<file path="src/rtl/keypad_pkg.sv">
// Shared types for the parametrised keypad lock: FSM state encoding and press decode.
package keypad_pkg;

  typedef enum logic [1:0] {
    StLocked   = 2'd0,
    StUnlocked = 2'd1,
    StProg     = 2'd2,
    StLockout  = 2'd3
  } kp_state_t;

  // A press needs exactly one of the two buttons while the keypad is enabled.
  function automatic logic kp_press_valid(input logic enbl, input logic zbut, input logic obut);
    return enbl & (zbut ^ obut);
  endfunction

endpackage

</file>
<file path="src/rtl/kp_lockout_timer.sv">
// Load/busy/done down-counter; busy for exactly Cycles cycles after load, done on the last one.
module kp_lockout_timer #(
  parameter int unsigned Cycles = 16,
  localparam int unsigned CntW = $clog2(Cycles + 1)
) (
  input  logic clk_i,
  input  logic reset_i,
  input  logic load_i,
  output logic busy_o,
  output logic done_o
);

  logic [CntW-1:0] cnt_q;
  logic            busy_q;

  always_ff @(posedge clk_i) begin
    if (reset_i) begin
      cnt_q  <= '0;
      busy_q <= 1'b0;
    end else if (load_i) begin
      cnt_q  <= CntW'(Cycles - 1);
      busy_q <= 1'b1;
    end else if (busy_q) begin
      if (cnt_q == '0) begin
        busy_q <= 1'b0;
      end else begin
        cnt_q <= cnt_q - 1'b1;
      end
    end
  end

  assign busy_o = busy_q;
  assign done_o = busy_q && (cnt_q == '0);

endmodule

</file>
<file path="src/rtl/param_keypad_lock.sv">
// Two-button combination lock with reprogrammable code and failed-attempt counting.
// Define KP_LOCKOUT_EN to add the timed LOCKOUT state after MAX_FAIL consecutive misses.
module param_keypad_lock
  import keypad_pkg::*;
#(
  parameter int unsigned         CODE_LEN     = 4,
  parameter logic [CODE_LEN-1:0] DEFAULT_CODE = 4'b1000,
  parameter int unsigned         MAX_FAIL     = 3,
  parameter int unsigned         LOCKOUT_CYC  = 16,
  localparam int unsigned        OffW         = $clog2(CODE_LEN + 1),
  localparam int unsigned        FailW        = $clog2(MAX_FAIL + 1)
) (
  input  logic            CLK,
  input  logic            RST,
  input  logic            ZBUT,
  input  logic            OBUT,
  input  logic            ENBL,
  input  logic            SECI,
  output logic            LOCK,
  output logic            ULCK,
  output logic            RSTO,
  output logic            SECV,
  output logic [1:0]      ostate,
  output logic [OffW-1:0] offin
);

  if (CODE_LEN < 2) begin : g_bad_len
    $error("CODE_LEN must be at least 2");
  end
  if (MAX_FAIL < 1) begin : g_bad_fail
    $error("MAX_FAIL must be at least 1");
  end
  if (LOCKOUT_CYC < 1) begin : g_bad_cyc
    $error("LOCKOUT_CYC must be at least 1");
  end

  kp_state_t           state_q;
  logic [CODE_LEN-1:0] code_q;
  logic [CODE_LEN-1:0] entry_q;
  logic [OffW-1:0]     offin_q;
  logic [FailW-1:0]    fail_q;
  logic                lock_q;
  logic                ulck_q;
  logic                rsto_q;
  logic                secv_q;

  logic                press;
  logic [CODE_LEN-1:0] entry_shift;
  logic                last_press;
  logic                code_match;
  logic                fail_limit;
  logic [FailW-1:0]    fail_inc;

  assign press       = kp_press_valid(ENBL, ZBUT, OBUT);
  assign entry_shift = {entry_q[CODE_LEN-2:0], OBUT};
  assign last_press  = (offin_q == OffW'(CODE_LEN - 1));
  assign code_match  = (entry_shift == code_q);
  assign fail_limit  = (int'(fail_q) + 1) >= int'(MAX_FAIL);
  assign fail_inc    = (fail_q == FailW'(MAX_FAIL)) ? fail_q : fail_q + 1'b1;

`ifdef KP_LOCKOUT_EN
  logic lo_load;
  logic lo_busy;
  logic lo_done;

  assign lo_load = (state_q == StLocked) & press & last_press & ~code_match & fail_limit;

  kp_lockout_timer #(
    .Cycles (LOCKOUT_CYC)
  ) u_lockout_timer (
    .clk_i   (CLK),
    .reset_i (RST),
    .load_i  (lo_load),
    .busy_o  (lo_busy),
    .done_o  (lo_done)
  );
`endif

  always_ff @(posedge CLK) begin
    if (RST) begin
      state_q <= StLocked;
      code_q  <= DEFAULT_CODE;
      entry_q <= '0;
      offin_q <= '0;
      fail_q  <= '0;
      lock_q  <= 1'b1;
      ulck_q  <= 1'b0;
      rsto_q  <= 1'b0;
      secv_q  <= 1'b0;
    end else begin
      rsto_q <= 1'b0;
      secv_q <= 1'b0;
      case (state_q)
        StLocked: begin
          if (press) begin
            entry_q <= entry_shift;
            if (last_press) begin
              offin_q <= '0;
              if (code_match) begin
                state_q <= StUnlocked;
                lock_q  <= 1'b0;
                ulck_q  <= 1'b1;
                fail_q  <= '0;
              end else begin
                rsto_q <= 1'b1;
                if (fail_limit) begin
`ifdef KP_LOCKOUT_EN
                  state_q <= StLockout;
                  fail_q  <= fail_inc;
`else
                  fail_q  <= '0;
`endif
                end else begin
                  fail_q <= fail_inc;
                end
              end
            end else begin
              offin_q <= offin_q + 1'b1;
            end
          end
        end
        StUnlocked: begin
          if (SECI && ENBL) begin
            state_q <= StProg;
            offin_q <= '0;
          end else if (press) begin
            // Relocking press is consumed; it does not start a new entry.
            state_q <= StLocked;
            lock_q  <= 1'b1;
            ulck_q  <= 1'b0;
          end
        end
        StProg: begin
          if (!SECI) begin
            state_q <= StUnlocked;
            offin_q <= '0;
          end else if (press) begin
            entry_q <= entry_shift;
            if (last_press) begin
              code_q  <= entry_shift;
              secv_q  <= 1'b1;
              state_q <= StUnlocked;
              offin_q <= '0;
            end else begin
              offin_q <= offin_q + 1'b1;
            end
          end
        end
`ifdef KP_LOCKOUT_EN
        StLockout: begin
          if (lo_busy && lo_done) begin
            state_q <= StLocked;
            fail_q  <= '0;
            offin_q <= '0;
          end
        end
`endif
        default: begin
          state_q <= StLocked;
          offin_q <= '0;
          lock_q  <= 1'b1;
          ulck_q  <= 1'b0;
        end
      endcase
    end
  end

  assign LOCK   = lock_q;
  assign ULCK   = ulck_q;
  assign RSTO   = rsto_q;
  assign SECV   = secv_q;
  assign ostate = state_q;
  assign offin  = offin_q;

endmodule
</file>
<file path="config.mk">
export PLATFORM = sky130hd
export DESIGN_NAME = param_keypad_lock
export DESIGN_NICKNAME = d
export VERILOG_FILES = /design/src/rtl/keypad_pkg.sv /design/src/rtl/kp_lockout_timer.sv /design/src/rtl/param_keypad_lock.sv
export SDC_FILE = /design/constraint.sdc
export NUM_CORES = 1
export LEC_CHECK = 0
export BUFFER_PORTS_ARGS = -buffer_cell sky130_fd_sc_hd__buf_2
export CAP_MARGIN = 5
export CELL_PAD_IN_SITES_DETAIL_PLACEMENT = 0
export CELL_PAD_IN_SITES_GLOBAL_PLACEMENT = 1
export CORE_MARGIN = 2
export CORE_UTILIZATION = 35
export CTS_CLUSTER_SIZE = 16
export DETAILED_ROUTE_END_ITERATION = 10
export PLACE_DENSITY = 0.71
export SYNTH_ARGS = -nofsm -noshare
export SYNTH_HDL_FRONTEND = slang
export SYNTH_HIERARCHICAL = 1
export SYNTH_SLANG_ARGS = --single-unit
</file>
<file path="constraint.sdc">
create_clock -name CLK -period 1.8 [get_ports CLK]
set_clock_uncertainty 0.15 [all_clocks]
set_input_delay 0.18 -clock CLK [delete_from_list [all_inputs] [get_ports CLK]]
set_output_delay 0.18 -clock CLK [all_outputs]
set_load 0.02 [all_outputs]
</file>
* Yosys cells after proc, flatten, opt, wreduce, memory -nomap -nowiden
Cells that the tools add are included.
Cells by class: add/sub/neg operators 1, multiply operators 0, div/mod/pow operators 0, order comparisons 0, equal/unequal tests 14, shifts and indexed selects 0, muxes and demuxes 31, bitwise operators 7, reductions and logical operators 9
Operators with widths (count):
- $mux 2 | 8
- $ne 2x2->1 const B | 7
- $mux 1 | 12
- $mux 3 | 4
- $reduce_and 6->1 | 2
- $ne 3x3->1 const B | 3
- $pmux 3 s3 | 1
- $mux 4 | 2
- $pmux 4 s2 | 1
- $reduce_or 4->1 | 2
- $pmux 1 s3 | 2
- $pmux 2 s3 | 1
- $not 1->1 | 5
- $eq 4x4->1 | 1
- $reduce_and 4->1 | 1
- $add 3x1->3 const B | 1
- $eq 3x2->1 const B | 1
- $eq 2x1->1 const B | 1
- $eq 2x2->1 const B | 1
- $logic_not 2->1 | 1
- $reduce_and 2->1 | 1
- $reduce_bool 2->1 | 1
- $and 1x1->1 | 1
- $logic_and 1x1->1 | 1
- $xor 1x1->1 | 1
Storage, ports and cells: register bits after elaboration 17, bits in latches 0, memory bits (writable) 0, memory bits (read-only) 0, bits of input ports 6, output and inout bits 9, logic and storage cells 70, memories kept 0

* Longest topological paths before layout
word-level depth 5, depth in mapped cells 6, gate-level depth less buffers 5

* Worst setup path before layout
OpenSTA, ideal clock, no wires.
path type flip-flop to flip-flop, start register offin_q[0], in the netlist offin[0], end register code_q[3], setup time 0.120 ns, arrival time 1.720 ns, required time 1.530 ns, path slack -0.190 ns, stages on the path, launching flop included 7, path buffers 1, clock period less this slack 1.990 ns, cell sequence dfxtp_1 > ha_1 > nor2b_1 > nor4bb_1 > clkbuf_1 > nor2b_1 > a211o_1
Between the ends: longest elaborated chain between the ends 2
Ends and longest elaborated chain:
- start, declared | RTL line param_keypad_lock.sv:40 | logic [OffW-1:0] offin_q;
- start signal, assigned | RTL line param_keypad_lock.sv:118 | offin_q <= offin_q + 1'b1;
- start signal, assigned | RTL line param_keypad_lock.sv:145 | offin_q <= offin_q + 1'b1;
- $eq 3x2->1 | RTL line param_keypad_lock.sv:56 | assign last_press = (offin_q == OffW'(CODE_LEN - 1));
- $reduce_and 4->1 (no source line)
- end signal, assigned | RTL line param_keypad_lock.sv:140 | code_q <= entry_shift;
- end, declared | RTL line param_keypad_lock.sv:38 | logic [CODE_LEN-1:0] code_q;
Every way passes these cells. A chain may end at the register's enable or synchronous reset.

* Worst setup path after layout
start register offin_q[0], in the netlist offin[0], end register state_q[0], in the netlist ostate[0]
Between the ends: longest elaborated chain between the ends 3, elaborated cells between the ends (all ways) 4, classes of those cells eq/ne (3); reduce/logical (1)
Ends and longest elaborated chain:
- $eq 3x2->1 * | RTL line param_keypad_lock.sv:56
- $ne 3x3->1 (no source line) / $ne 2x2->1 (equally long branches)
- $reduce_and 6->1 (no source line) *
- end signal, assigned | RTL line param_keypad_lock.sv:81 | state_q <= StLocked;
- end signal, assigned | RTL line param_keypad_lock.sv:100 | state_q <= StUnlocked;
- end signal, assigned | RTL line param_keypad_lock.sv:124 | state_q <= StProg;
- end, declared | RTL line param_keypad_lock.sv:37 | kp_state_t state_q;
Every way passes the cells marked *; elsewhere a longest branch is shown, timed or not.

==> impl_metrics.ini <==
[status]
outcome = completed

[logic_synthesis]
synthAdderAreaFrac_pct = 1.605
synth-simple-area-share_pct = 23.76
synth_compound_area_share_pct = 12.36
synth_largest_area_cell = sky130_fd_sc_hd__dfxtp_1
synth_warnings = 6
yosysTopAreaCellShare_pct = 41.09
synth-seq-cells = 16
synth_sequential_area_ratio_pct = 41.09
netlist_instances = 82
post_synth_xor_area_fraction_pct = 6.742
synthTopCellsByArea = sky130_fd_sc_hd__dfxtp_1, sky130_fd_sc_hd__mux2i_1, sky130_fd_sc_hd__xnor2_1
yosysUniqueCellTypes = 33
synthesis.area_um2 = 779.5
synth_fp_nets = 89
avgSynthCellArea_um2 = 9.506
synth_top_family_by_area = simple AND/OR/NAND/NOR gates
synthMuxAreaShare_pct = 9.149

[floorplanning]
core_region_area_um2 = 2148
initial_util_pct = 36.28
core.rowCount = 17
die-area_um2 = 2620
die_w_um = 51.19
ios = 15
die-height_um = 51.19

[sta]
rsz0062_at_grt = no
finalSetupViolCount = 0
finalSetupTns_ps = 0
number_of_failing_hold_endpoints_at_the_final_stage = 0
final.min_clock_period_ps = 1698
layout_worst_path_cycle_share_pct = 94.35
setup_slack_ps = 101.7
worst_pin_slew_ps = 362.8
worst_slew_margin_rel_pct = 75.19
fmaxAchievable_mhz = 588.8
final-max-slew-violation-count = 0

[placement]
dpl.cell_count = 124
portBuffers = 14
place.gp.congestion = 0.7533
placement.setup.worst_slack_ps = 37.07
dpl_cell_area_um2 = 904.6
place.detailed.hpwl_um = 1174

[pwr]
netSwitchingPower_uw = 152.6
ir_drop_mv = 0.4513
p_comb_share_pct = 10.6
share_clk_of_total_power_pct = 34.9
register_share_of_total_power_pct = 54.6
power.density_nw_per_um2 = 697.7
p_sw_share_pct = 22.86
internal_power_uw = 515.2
total_leakage_power_uw = 0.0004118

[critical_path]
crit_chain = ha_1 -> nor2b_4 -> nand3_1 -> or3_1 -> a311oi_2
critical_path.max_fanout = 4
timing.critical_path.required_ps = 1850
critical_path_arrival_ps = 1750
path_class = flip-flop to flip-flop
end_kind = flip-flop
worst_setup_path_start_kind = flip-flop
cpMaxStageDelayCell = sky130_fd_sc_hd__or3_1
worst_path_largest_cell_delay_ps = 390

[cells_and_area]
finalNetCount = 108
post_layout_nonfiller_instances = 128
share_of_post_route_cells_with_drive_strength_above_1_pct = 33.00
finish.utilization_pct = 44.55
area_growth_syn_to_layout_pct = 22.79
antenna-diode-count = 0
post-route-cell-area_um2 = 957.2

[clock_network]
tritoncts.num_buffers = 3
source_to_sink_clock_delay_at_the_later_pin_of_the_worst_skew_pair_ps = 280
cts_post_setup_buffers_inserted = 0
cts-root-buf = sky130_fd_sc_hd__clkbuf_4
cts.sinks = 16
cts_htree_levels = 1
tritoncts = yes
clk_transition_reported_paths_ps = 90
postCtsHoldBufs = 0
cts_buffer_depth = 2

[route]
total_number_of_vias = 627
drt_iter0_markers = 4
wirelength_um = 1523
drt_pass1_iterations = 4
drc = 0
post_drt_wl_per_cell_um = 11.90
route.detailed.vias_per_inst = 4.898
route.antenna.remaining_nets = 0

[grt]
gr-usage-all-layers_pct = 13.19
largest_net_degree_at_the_start_of_global_routing = 16
vias_in_the_first_global_route = 609
grt-ovfl-total = 0
first_pass_grt_wire_length_um = 2525
antenna_violations_before_repair = 0

[min_path]
min_path_type = input port to flip-flop

[flow_run]
drv.max_cap_violation_count = 0
## flip-flops by register name, indices dropped and copies added (netlist names)
signal	cells
SECV	1
offin	3
ULCK	1
entry_q	3
code_q	4
LOCK	1
ostate	2
RSTO	1
## layer usage
metal | share of wire, % | wire (um) | track usage, % | up-vias
met3 | 4.8 | 73 | 5.263 | 2
met5 | 0 | 0 | 0 | -
met2 | 48 | 730 | 21.86 | 13
met4 | 1.1 | 16 | 5.405 | 0
met1 | 46 | 703 | 14.98 | 286
li1 | - | - | - | 326
## cell usage after synthesis
cell type,number
sky130_fd_sc_hd__dfxtp_1,16
sky130_fd_sc_hd__nor2_1,8
sky130_fd_sc_hd__mux2i_1,6
sky130_fd_sc_hd__xnor2_1,5
sky130_fd_sc_hd__a21oi_1,3
sky130_fd_sc_hd__buf_2,3
sky130_fd_sc_hd__inv_1,3
sky130_fd_sc_hd__nand2_1,3
sky130_fd_sc_hd__nor2b_1,3
sky130_fd_sc_hd__nor3_1,3
sky130_fd_sc_hd__a21o_1,2
sky130_fd_sc_hd__clkbuf_1,2
sky130_fd_sc_hd__nand4_1,2
sky130_fd_sc_hd__nor3b_1,2
sky130_fd_sc_hd__o21ai_0,2
sky130_fd_sc_hd__or3_1,2
sky130_fd_sc_hd__a2111oi_0,1
sky130_fd_sc_hd__a211o_1,1
sky130_fd_sc_hd__a22o_1,1
sky130_fd_sc_hd__a311oi_2,1
sky130_fd_sc_hd__a31o_2,1
sky130_fd_sc_hd__a31oi_1,1
sky130_fd_sc_hd__and3_1,1
sky130_fd_sc_hd__and4b_1,1
sky130_fd_sc_hd__buf_4,1
sky130_fd_sc_hd__ha_1,1
sky130_fd_sc_hd__mux2_1,1
sky130_fd_sc_hd__nand3_1,1
sky130_fd_sc_hd__nand3b_1,1
sky130_fd_sc_hd__nor4_4,1
sky130_fd_sc_hd__nor4bb_1,1
sky130_fd_sc_hd__or4b_1,1
sky130_fd_sc_hd__xor2_1,1
## power groups by stage
stage | clock [uW] | sequential, uW | combinational, uW
floorplan | 0 | 376 | 40.9
global placement | 0 | 372 | 68.5
detailed placement | 0 | 373 | 68.5
CTS | 245 | 365 | 68.6
global route | 260 | 365 | 78.3
finish | 233 | 364 | 70.6
## repair_timing
action / CTS / global route
setup endpoints to repair: 0 / 6
hold endpoints to repair: 0 / 0
resized for setup: 0 / 4
## layout by cell type, fill, tap and decap left out, types with 3 or more instances in the layout
master                      n
sky130_fd_sc_hd__xnor2_1    5
sky130_fd_sc_hd__dfxtp_2    3
sky130_fd_sc_hd__dfxtp_1   13
sky130_fd_sc_hd__buf_4      6
sky130_fd_sc_hd__a21oi_1    3
sky130_fd_sc_hd__mux2i_1    6
sky130_fd_sc_hd__inv_1      3
sky130_fd_sc_hd__nor3_1     3
sky130_fd_sc_hd__clkbuf_4   3
sky130_fd_sc_hd__buf_2     14
sky130_fd_sc_hd__nand2_1    3
sky130_fd_sc_hd__nor2_1     8
## metrics by stage
stage          hold WS (ps)  power (uW)
2_1_floorplan         188.4       417.1
3_3_place_gp          283.7       440.9
3_5_place_dp          290.3       441.3
4_1_cts               50.60       678.6
5_1_grt               69.92       704.2
6_report              61.47       667.8
## kinds of logic (layout without fill, tap and decap cells)
| logic type | count (synthesis) | in the layout |
|---|---|---|
| multiplexers | 7 | 7 |
| AND/OR/NAND/NOR | 30 | 30 |
| AO/OA/AOI/OAI | 13 | 13 |
| buffers and inverters | 9 | 27 |
| XOR/XNOR | 6 | 6 |
| adder cells (fa/ha/maj) | 1 | 1 |
| flip-flops | 16 | 16 |
## final timing paths
kind	start	end	slack [ps]	cells after the start
worst max-delay path	offin[0]	ostate[0]	100	5
worst min-delay path	SECI	ostate[1]	60	3
worst max register to register	offin[0]	ostate[0]	100	5
worst min register to register	LOCK	LOCK	300	2
## critical path, delay by kind of cell, from the launching register on
| family | cells | cell delay, ps |
|---|---|---|
| AO/OA/AOI/OAI | 1 | 240 |
| AND/OR/NAND/NOR | 3 | 710 |
| adder cells (fa/ha/maj) | 1 | 170 |
| flip-flops | 1 | 350 |
## area by class of cell
| cell class | count | area (um^2) |
|---|---|---|
| fillers | 232 | 1191 |
| multi-input cells | 57 | 435.4 |
| flip-flops and latches | 16 | 324.1 |
| repair buffers | 20 | 115.1 |
| clock buffers | 4 | 36.28 |
| well taps | 28 | 35.03 |
| inverters | 3 | 11.26 |
(Power assumes the default switching activity.)
